===== config.mk =====
export PLATFORM = sky130hd
export DESIGN_NAME = fetch_sequencer
export DESIGN_NICKNAME = d
export VERILOG_FILES = /design/src/rtl/fetch_sequencer_pkg.sv /design/src/rtl/fetch_skid_buf.sv /design/src/rtl/fetch_sequencer.sv
export SDC_FILE = /design/constraint.sdc
export NUM_CORES = 1
export LEC_CHECK = 0
export BUFFER_PORTS_ARGS = -buffer_cell sky130_fd_sc_hd__buf_2
export CAP_MARGIN = 20
export CELL_PAD_IN_SITES_DETAIL_PLACEMENT = 1
export CELL_PAD_IN_SITES_GLOBAL_PLACEMENT = 2
export CORE_UTILIZATION = 32
export CTS_BUF_LIST = sky130_fd_sc_hd__clkbuf_8
export DETAILED_ROUTE_END_ITERATION = 12
export PLACE_DENSITY = 0.83
export SLEW_MARGIN = 20
export SYNTH_ARGS = -nofsm -noshare
export SYNTH_HDL_FRONTEND = slang
export SYNTH_SLANG_ARGS = --single-unit

===== constraint.sdc =====
create_clock -name clk -period 4.65 [get_ports clk]
set_input_delay 0.93 -clock clk [delete_from_list [all_inputs] [get_ports clk]]
set_output_delay 0.93 -clock clk [all_outputs]
set_load 0.05 [all_outputs]

===== src/rtl/fetch_sequencer_pkg.sv =====
// Shared types and constants for the instruction fetch sequencer.
// INSTR_NOP is the canonical ADDI x0,x0,0 encoding; the fetch path never emits it.
package fetch_sequencer_pkg;

    localparam int unsigned XLEN = 32;
    localparam logic [XLEN-1:0] INSTR_NOP = 32'h00000013;

    typedef enum logic [1:0] {
        StReq  = 2'd0,
        StWait = 2'd1,
        StHold = 2'd2
    } fetch_state_e;

    function automatic logic [XLEN-1:0] align_word(input logic [XLEN-1:0] addr);
        return {addr[XLEN-1:2], 2'b00};
    endfunction

endpackage


===== src/rtl/fetch_skid_buf.sv =====
// One-entry instruction/PC buffer that parks a response while decode is stalled.
module fetch_skid_buf
    import fetch_sequencer_pkg::*;
(
    input  logic            clk,
    input  logic            rst,
    input  logic            push,
    input  logic [XLEN-1:0] push_instr,
    input  logic [XLEN-1:0] push_pc,
    input  logic            pop,
    input  logic            clear,
    output logic            valid,
    output logic [XLEN-1:0] instr,
    output logic [XLEN-1:0] pc
);

    logic            valid_q;
    logic [XLEN-1:0] instr_q;
    logic [XLEN-1:0] pc_q;

    always_ff @(posedge clk) begin
        if (rst || clear) begin
            valid_q <= 1'b0;
            instr_q <= '0;
            pc_q    <= '0;
        end else if (push) begin
            valid_q <= 1'b1;
            instr_q <= push_instr;
            pc_q    <= push_pc;
        end else if (pop) begin
            valid_q <= 1'b0;
        end
    end

    assign valid = valid_q;
    assign instr = instr_q;
    assign pc    = pc_q;

endmodule


===== src/rtl/fetch_sequencer.sv =====
// Instruction fetch sequencer: single-outstanding imem requests, redirect/kill
// handling and the IF/ID pipeline register.
module fetch_sequencer
    import fetch_sequencer_pkg::*;
#(
    parameter logic [31:0] RESET_PC = 32'h00000000
) (
    input  logic        clk,
    input  logic        rst,
    input  logic        redirect_valid,
    input  logic [31:0] redirect_pc,
    input  logic        stall_d,
    output logic        imem_req,
    output logic [31:0] imem_addr,
    input  logic        imem_ready,
    input  logic        imem_rvalid,
    input  logic [31:0] imem_rdata,
    output logic        if_valid,
    output logic [31:0] if_instr,
    output logic [31:0] if_pc,
    output logic [31:0] if_pc_plus4,
    output logic        misalign
);

    fetch_state_e    state_q, state_d;
    logic [XLEN-1:0] pc_q, pc_d;
    logic [XLEN-1:0] fetch_pc_q, fetch_pc_d;
    logic            kill_q, kill_d;

    logic            if_valid_q;
    logic [XLEN-1:0] if_instr_q;
    logic [XLEN-1:0] if_pc_q;
    logic [XLEN-1:0] if_pc_plus4_q;

    logic            ifid_free;
    logic            ifid_load;
    logic [XLEN-1:0] ifid_load_instr;
    logic [XLEN-1:0] ifid_load_pc;
    logic [XLEN-1:0] redirect_target;

    logic            buf_push;
    logic            buf_pop;
    logic            buf_clear;
    logic            buf_valid;
    logic [XLEN-1:0] buf_instr;
    logic [XLEN-1:0] buf_pc;

    assign redirect_target = align_word(redirect_pc);
    assign ifid_free       = !if_valid_q || !stall_d;

    assign imem_req  = !rst && (state_q == StReq) && !redirect_valid;
    assign imem_addr = pc_q;
    assign misalign  = !rst && redirect_valid && (redirect_pc[1:0] != 2'b00);

    always_comb begin
        state_d         = state_q;
        pc_d            = pc_q;
        fetch_pc_d      = fetch_pc_q;
        kill_d          = kill_q;
        buf_push        = 1'b0;
        buf_pop         = 1'b0;
        buf_clear       = 1'b0;
        ifid_load       = 1'b0;
        ifid_load_instr = '0;
        ifid_load_pc    = '0;

        unique case (state_q)
            StReq: begin
                // Post-reset kill only needs to cover the first cycle in REQ.
                kill_d = 1'b0;
                if (redirect_valid) begin
                    pc_d = redirect_target;
                end else if (imem_ready) begin
                    state_d    = StWait;
                    pc_d       = pc_q + 32'd4;
                    fetch_pc_d = pc_q;
                end
            end
            StWait: begin
                if (redirect_valid) begin
                    pc_d = redirect_target;
                    if (imem_rvalid) begin
                        state_d = StReq;
                        kill_d  = 1'b0;
                    end else begin
                        kill_d = 1'b1;
                    end
                end else if (imem_rvalid) begin
                    state_d = StReq;
                    if (kill_q) begin
                        kill_d = 1'b0;
                    end else if (ifid_free) begin
                        ifid_load       = 1'b1;
                        ifid_load_instr = imem_rdata;
                        ifid_load_pc    = fetch_pc_q;
                    end else begin
                        buf_push = 1'b1;
                        state_d  = StHold;
                    end
                end
            end
            StHold: begin
                if (redirect_valid) begin
                    buf_clear = 1'b1;
                    pc_d      = redirect_target;
                    state_d   = StReq;
                end else if (!stall_d) begin
                    buf_pop         = 1'b1;
                    ifid_load       = buf_valid;
                    ifid_load_instr = buf_instr;
                    ifid_load_pc    = buf_pc;
                    state_d         = StReq;
                end
            end
            default: state_d = StReq;
        endcase
    end

    always_ff @(posedge clk) begin
        if (rst) begin
            state_q    <= StReq;
            pc_q       <= RESET_PC;
            fetch_pc_q <= '0;
            // A response still in flight when reset hits must not reach IF/ID.
            kill_q     <= (state_q == StWait);
        end else begin
            state_q    <= state_d;
            pc_q       <= pc_d;
            fetch_pc_q <= fetch_pc_d;
            kill_q     <= kill_d;
        end
    end

    always_ff @(posedge clk) begin
        if (rst) begin
            if_valid_q    <= 1'b0;
            if_instr_q    <= '0;
            if_pc_q       <= '0;
            if_pc_plus4_q <= '0;
        end else if (redirect_valid) begin
            if_valid_q <= 1'b0;
            if_instr_q <= '0;
        end else if (ifid_load) begin
            if_valid_q    <= 1'b1;
            if_instr_q    <= ifid_load_instr;
            if_pc_q       <= ifid_load_pc;
            if_pc_plus4_q <= ifid_load_pc + 32'd4;
        end else if (!stall_d) begin
            if_valid_q <= 1'b0;
            if_instr_q <= '0;
        end
    end

    assign if_valid    = if_valid_q;
    assign if_instr    = if_instr_q;
    assign if_pc       = if_pc_q;
    assign if_pc_plus4 = if_pc_plus4_q;

    fetch_skid_buf u_skid_buf (
        .clk        (clk),
        .rst        (rst),
        .push       (buf_push),
        .push_instr (imem_rdata),
        .push_pc    (fetch_pc_q),
        .pop        (buf_pop),
        .clear      (buf_clear),
        .valid      (buf_valid),
        .instr      (buf_instr),
        .pc         (buf_pc)
    );

endmodule


-- Word-level counts from Yosys, hierarchy flattened
Index checks and enable logic that the tools add are counted.
- muxes and demuxes: 54
- reductions and logical operators: 22
- $add $sub $neg: 2
- bitwise logic cells: 1
- equal/unequal tests: 10
- operators with widths (kind ; count):
    $mux 32 ; 15
    $pmux 32 s2 ; 3
    $add 32x3->32 const B ; 2
    $mux 1 ; 24
    $mux 2 ; 9
    $ne 2x2->1 const B ; 3
    $ne 3x3->1 const B ; 2
    $pmux 2 s3 ; 1
    $reduce_and 3->1 ; 2
    $reduce_bool 2->1 ; 3
    $logic_and 1x1->1 ; 4
    $logic_not 1->1 ; 4
    $ne 2x1->1 const B ; 2
    $ne 4x4->1 const B ; 1
    $pmux 1 s2 ; 2
    $reduce_and 2->1 ; 2
    $reduce_and 4->1 ; 1
    $reduce_or 2->1 ; 2
    $reduce_bool 3->1 ; 1
    $eq 2x1->1 const B ; 1
    $eq 2x2->1 const B ; 1
    $logic_not 2->1 ; 1
    $logic_or 1x1->1 ; 2
    $not 1->1 ; 1
- register bits after elaboration: 229
- input port bits: 70
- word-level logic and storage cells: 100
- output and inout port bits: 131

-- Longest topological paths before layout
- depth in word-level cells: 8
- mapped depth: 16
- depth with buffers taken out: 12

-- Hierarchy
A second synthesis with hierarchy kept.
- cells, all modules: 1265
- area total of the unflattened synthesis: 10437.5 um^2
- by module, submodules not included (module ; sequential area each (um^2) ; instances ; area an instance (um^2) ; cells an instance):
    fetch_sequencer ; 3173.0 ; 1 ; 8119.0 ; 1054
    fetch_skid_buf ; 1301.2 ; 1 ; 2318.5 ; 211

-- Worst setup path after synthesis
Ideal clock, no wire load.
- path type: input to register
- start point: in stall_d
- end point: reg if_pc_plus4_q[26], in the netlist if_pc_plus4[26]
- arrival time: 3789 ps
- stages on the path: 15
- library setup time: 74 ps
- required time: 4576 ps
- slack: 787 ps
- path buffers: 5
- path through: buf_6 > a21boi_1 > buf_2 > and2_1 > clkbuf_1 > buf_1 > a22oi_1 > nor2_1 > ha_1 > and3_1 > clkbuf_1 > nand4b_1 > nor3_1 > mux2_2 > a31oi_1
- word-level cells in the longest chain between the ends: 8
- elaborated cells on any way between the ends: 18
- those cells by class: add/sub (1); mux (14); reduce/logical (3)
- RTL lines (what ; line ; source):
    start: declaration ; fetch_sequencer.sv:12 ; input logic stall_d,
    $logic_not 1->1 ; - ;
    $logic_or 1x1->1 ; fetch_sequencer.sv:49 ; assign ifid_free = !if_valid_q || !stall_d;
    $mux 32 ; fetch_sequencer.sv:92 ; end else if (ifid_free) begin
    $mux 32 ; fetch_sequencer.sv:90 ; if (kill_q) begin
    $mux 32 ; fetch_sequencer.sv:88 ; end else if (imem_rvalid) begin
    $mux 32 ; fetch_sequencer.sv:80 ; if (redirect_valid) begin
    $pmux 32 s2 (*) ; fetch_sequencer.sv:67 ; unique case (state_q)
    net ifid_load_pc[2] ; fetch_sequencer.sv:38 ; logic [XLEN-1:0] ifid_load_pc;
    $add 32x3->32 (*) ; fetch_sequencer.sv:147 ; if_pc_plus4_q <= ifid_load_pc + 32'd4;
    end signal: assignment ; fetch_sequencer.sv:147 ;
    end: declaration ; fetch_sequencer.sv:33 ; logic [XLEN-1:0] if_pc_plus4_q;
Mark *: on every way through the listed nets, which the timed path passes. The rest lies on a longest branch.
A chain may end at the register's enable or synchronous reset.

-- Final worst setup path
- start point: reg state_q[0]
- end point: reg if_pc_plus4_q[31], in the netlist if_pc_plus4[31]
- word-level cells in the longest chain between the ends: 3
- elaborated cells on any way between the ends: 6
- those cells by class: add/sub (1); eq/ne (2); mux (2); reduce/logical (1)
- RTL lines (what ; line ; source):
    start: declaration ; fetch_sequencer.sv:25 ; fetch_state_e state_q, state_d;
    start signal: assignment ; fetch_sequencer.sv:121 ; state_q <= StReq;
    start signal: assignment ; fetch_sequencer.sv:127 ; state_q <= state_d;
    $eq 2x2->1 or $eq 2x1->1 (tied branches) ; fetch_sequencer.sv:67 ;
    $pmux 32 s2 or $pmux 1 s2 (tied branches) ; fetch_sequencer.sv:67 ;
    $add 32x3->32 or $reduce_and 2->1 (tied branches) ; - ;
Parallel ways exist; a longest one is shown, timed or not.

==> flow_metrics.py <==
metrics = {
    "synthesis": {
        "synth_top_area_cell": "dfxtp_1",
        "synth-simple-area-share": 0.252,
        "synth_area_per_cell_um2": 7.68,
        "synth_edf_count": 1,
        "ys_seq_area_frac": 0.437,
        "synth_compound_area_frac": 0.234,
        "yosysTopAreaCellShare": 0.434,
        "synth.most_common_cell": "nand2_1",
        "synth.area.mux_share": 0.00421,
        "ys_ff_latch": 220,
        "synthAdderAreaFrac": 0.00743,
        "yosys-top-cells-area": "dfxtp_1 (43%), nand2_1 (9.8%), a21oi_1 (7.6%)",
        "ys_warn_count": 0,
        "synth_ff_type": "dfxtp_1",
        "async_reset_ff_frac": 0,
        "syn_area_um2": 10100,
        "yosysUniqueCellTypes": 65,
        "synthXorXnorAreaFrac": 0.0130,
        "syn_inst": 1316,
        "netlist_top_cells_count": "nand2_1 (263), dfxtp_1 (219), nor2_1 (165), a21oi_1 (153), clkbuf_1 (88)",
        "synth_top_family_by_area": "simple AND/OR/NAND/NOR gates",
    },
    "detailed_routing": {
        "drt_first_pass_iters": 9,
        "wirelength_um": 33900,
        "drt_iter0_drc": 602,
        "route.detailed.drc": 24,
        "route.vias.total": 10029,
        "viasPerCell": 5.30,
        "drtAntennaViolNets": 0,
        "wl_per_cell_um": 17.9,
    },
    "power": {
        "ir_drop_uv": 154,
        "p_leak_nw": 4.46,
        "power_density_nw_per_um2": 361,
    },
    "clocking": {
        "cts_tree": "built",
        "clk_pin_slew_ns": 0.06,
        "cts_setup_buffers": 0,
        "numCtsBuffers": 40,
        "post_cts_resized": 0,
        "root_buffer": "clkbuf_8",
        "cts_sinks": 220,
        "h-tree-depth": 2,
        "clock_latency_ns": 0.55,
        "clockBufferDepth": 3,
        "hold_buffers": 0,
    },
    "setup_path": {
        "cp-end-kind": "flip-flop",
        "cp_max_fo": 36,
        "ff2ff_path_depth": 10,
        "crit_arrival_ns": 4.11,
        "slowest_delay_ns": 0.59,
        "crit_slowest_cell": "or4_1",
        "cp_data_required_time_ns": 5.09,
        "crit_chain": "inv_1, ha_1, nor3b_4, buf_4, a32oi_1, a2111oi_4, nand4_4, or4_1, or3_1, a32o_1",
        "start_kind": "flip-flop",
        "crit_type": "flip-flop to flip-flop",
    },
    "die": {
        "rows": 64,
        "core_um2": 30800,
        "start_util": 0.328,
        "io-pin-count": 201,
        "die_w_um": 180,
        "die_h_um": 180,
        "die_area_um2": 32300,
    },
    "global_routing": {
        "grt_usage": 0.207,
        "grt_start_max_net_pins": 89,
        "grt_pass1_vias": 9819,
        "overflow": 0,
        "grt_pass1_wl_um": 54600,
        "antenna_found_initial": 3,
    },
    "finish": {
        "seqCellArea_um2": 4410,
        "area_growth_pct": 21.4,
        "nFillCells": 3819,
        "nNetsFinal": 1539,
        "multi_input_area_um2": 5210,
        "drive_above_1_share": 0.209,
    },
    "place": {
        "gp_congestion": 0.811,
        "place_hpwl_um": 23200,
        "io_buffers": 198,
    },
    "timing": {
        "timing.fmax_mhz": 272,
        "relSlewSlack": 0.254,
        "period_share": 0.791,
        "setup_violations": 0,
        "worstMarginPinSlew_ns": 1.12,
        "hold_slack_ns": 0.454,
        "worst_clock_skew_ns": 0.0269,
        "finalCriticalPeriod_ns": 3.68,
        "hold_viol_final": 0,
        "rsz0062_at_grt": "no",
        "drv_slew": 0,
        "setup_tns_ns": 0,
    },
    "hold_path": {
        "min_delay_path_depth": 2,
        "hold_path.class": "flip-flop to flip-flop",
    },
    "run_status": {
        "outcome": "complete, but fails checks",
        "violations": "design-rule violations",
    },
    "job": {
        "drv_cap": 0,
    },
}
-- kinds of logic after synthesis --
logic type | after synthesis
buffers and inverters | 127
and+or+nand+nor | 571
AOI/OAI and AO/OA | 372
DFF | 220
adders and majority gates | 6
xor gates and xnor gates | 15
muxes | 4
other | 1
-- per-layer routing --
layer,routed length [um],share of wire,track usage
met1,17200,0.51,0.302
met2,14800,0.44,0.316
met3,1480,0.044,0.0365
met4,394,0.012,0.0438
met5,14,0.00041,0
-- worst paths after layout --
check / from / to / slack [ns]
setup / recovery: state_q[0]$_SDFFE_PP0P_ / if_pc_plus4[31]$_SDFFE_PP0P_ / 0.97
hold / removal: u_skid_buf.instr[22]$_SDFFE_PP0P_ / u_skid_buf.instr[22]$_SDFFE_PP0P_ / 0.45
setup reg to reg: state_q[0]$_SDFFE_PP0P_ / if_pc_plus4[31]$_SDFFE_PP0P_ / 0.97
hold reg to reg: u_skid_buf.instr[22]$_SDFFE_PP0P_ / u_skid_buf.instr[22]$_SDFFE_PP0P_ / 0.45
-- stage by stage --
stage,area (um2),cells,power [W],setup slack [ns],util
final,12300,1893,0.00443,0.974,0.398
after global routing,12300,1891,0.00461,0.756,0.398
after CTS,12300,1891,0.00449,0.952,0.398
after detailed placement,11400,1817,0.00246,0.701,0.369
after global placement,11300,1816,0.00245,0.768,0.368
after floorplan,10100,1317,0.00231,0.787,-
-- worst max-delay path: cells and delay by family (launching register included) --
family	cells	cell delay [ns]
and+or+nand+nor	4	1.42
buffers and inverters	2	0.44
adders and majority gates	1	0.41
DFF	1	0.34
AOI/OAI and AO/OA	3	0.97
-- flip-flops by register name (all words and copies together) (netlist names) --
| signal | flops |
|---|---|
| if_instr | 32 |
| u_skid_buf.instr | 32 |
| if_pc | 31 |
| fetch_pc_q | 30 |
| if_pc_plus4 | 30 |
| imem_addr | 30 |
| u_skid_buf.pc | 30 |
| state_q | 2 |
| if_valid | 1 |
| kill_q | 1 |
| u_skid_buf.valid | 1 |
-- cell type report --
class / instances / share of cell area
Tap cell: 396 / 0.0404
Clock inverter: 15 / 0.00775
Antenna cell: 2 / 0.000408
Multi-Input combinational cell: 970 / 0.424
Sequential cell: 220 / 0.360
Timing Repair Buffer: 220 / 0.0981
Clock buffer: 59 / 0.0662
Inverter: 11 / 0.00336
-- layout by cell type (no fill, tap or decap), types with 5 or more instances in the layout --
cell type  Yosys  layout
nor2_1       165     163
buf_2          6     197
and2_1         9       8
a22o_1         6       6
nand2b_1       9       9
nor4_1        12      12
nand3b_1       7       7
clkbuf_8       0      59
nand2_1      263     262
nor4bb_1       7       7
a311oi_1       6       6
a211oi_1      38      38
or3_1          6       6
o21ai_0       34      34
o2111ai_1      6       6
o22ai_1        9       9
nand3_1       26      26
xor2_1         7       7
nor3b_1        9       8
ha_1           6       6
buf_4          8      19
and3_1         7       7
dfxtp_1      219     219
a31oi_1       36      36
or2_2          5       5
xnor2_1        8       8
nand4_1        8       8
a32oi_1       11      11
nor3_1        20      20
a22oi_1       43      43
inv_1         11      19
a21oi_1      153     153
-- power breakdown --
part | total [W] | internal (W) | leakage [nW] | switching [W]
clock network | 0.00201 | 0.00118 | 0.497 | 0.000836
logic | 0.000432 | 0.000120 | 2.18 | 0.000312
registers | 0.00199 | 0.00193 | 1.78 | 0.0000600
No activity file was read; power rests on OpenSTA's default activity.
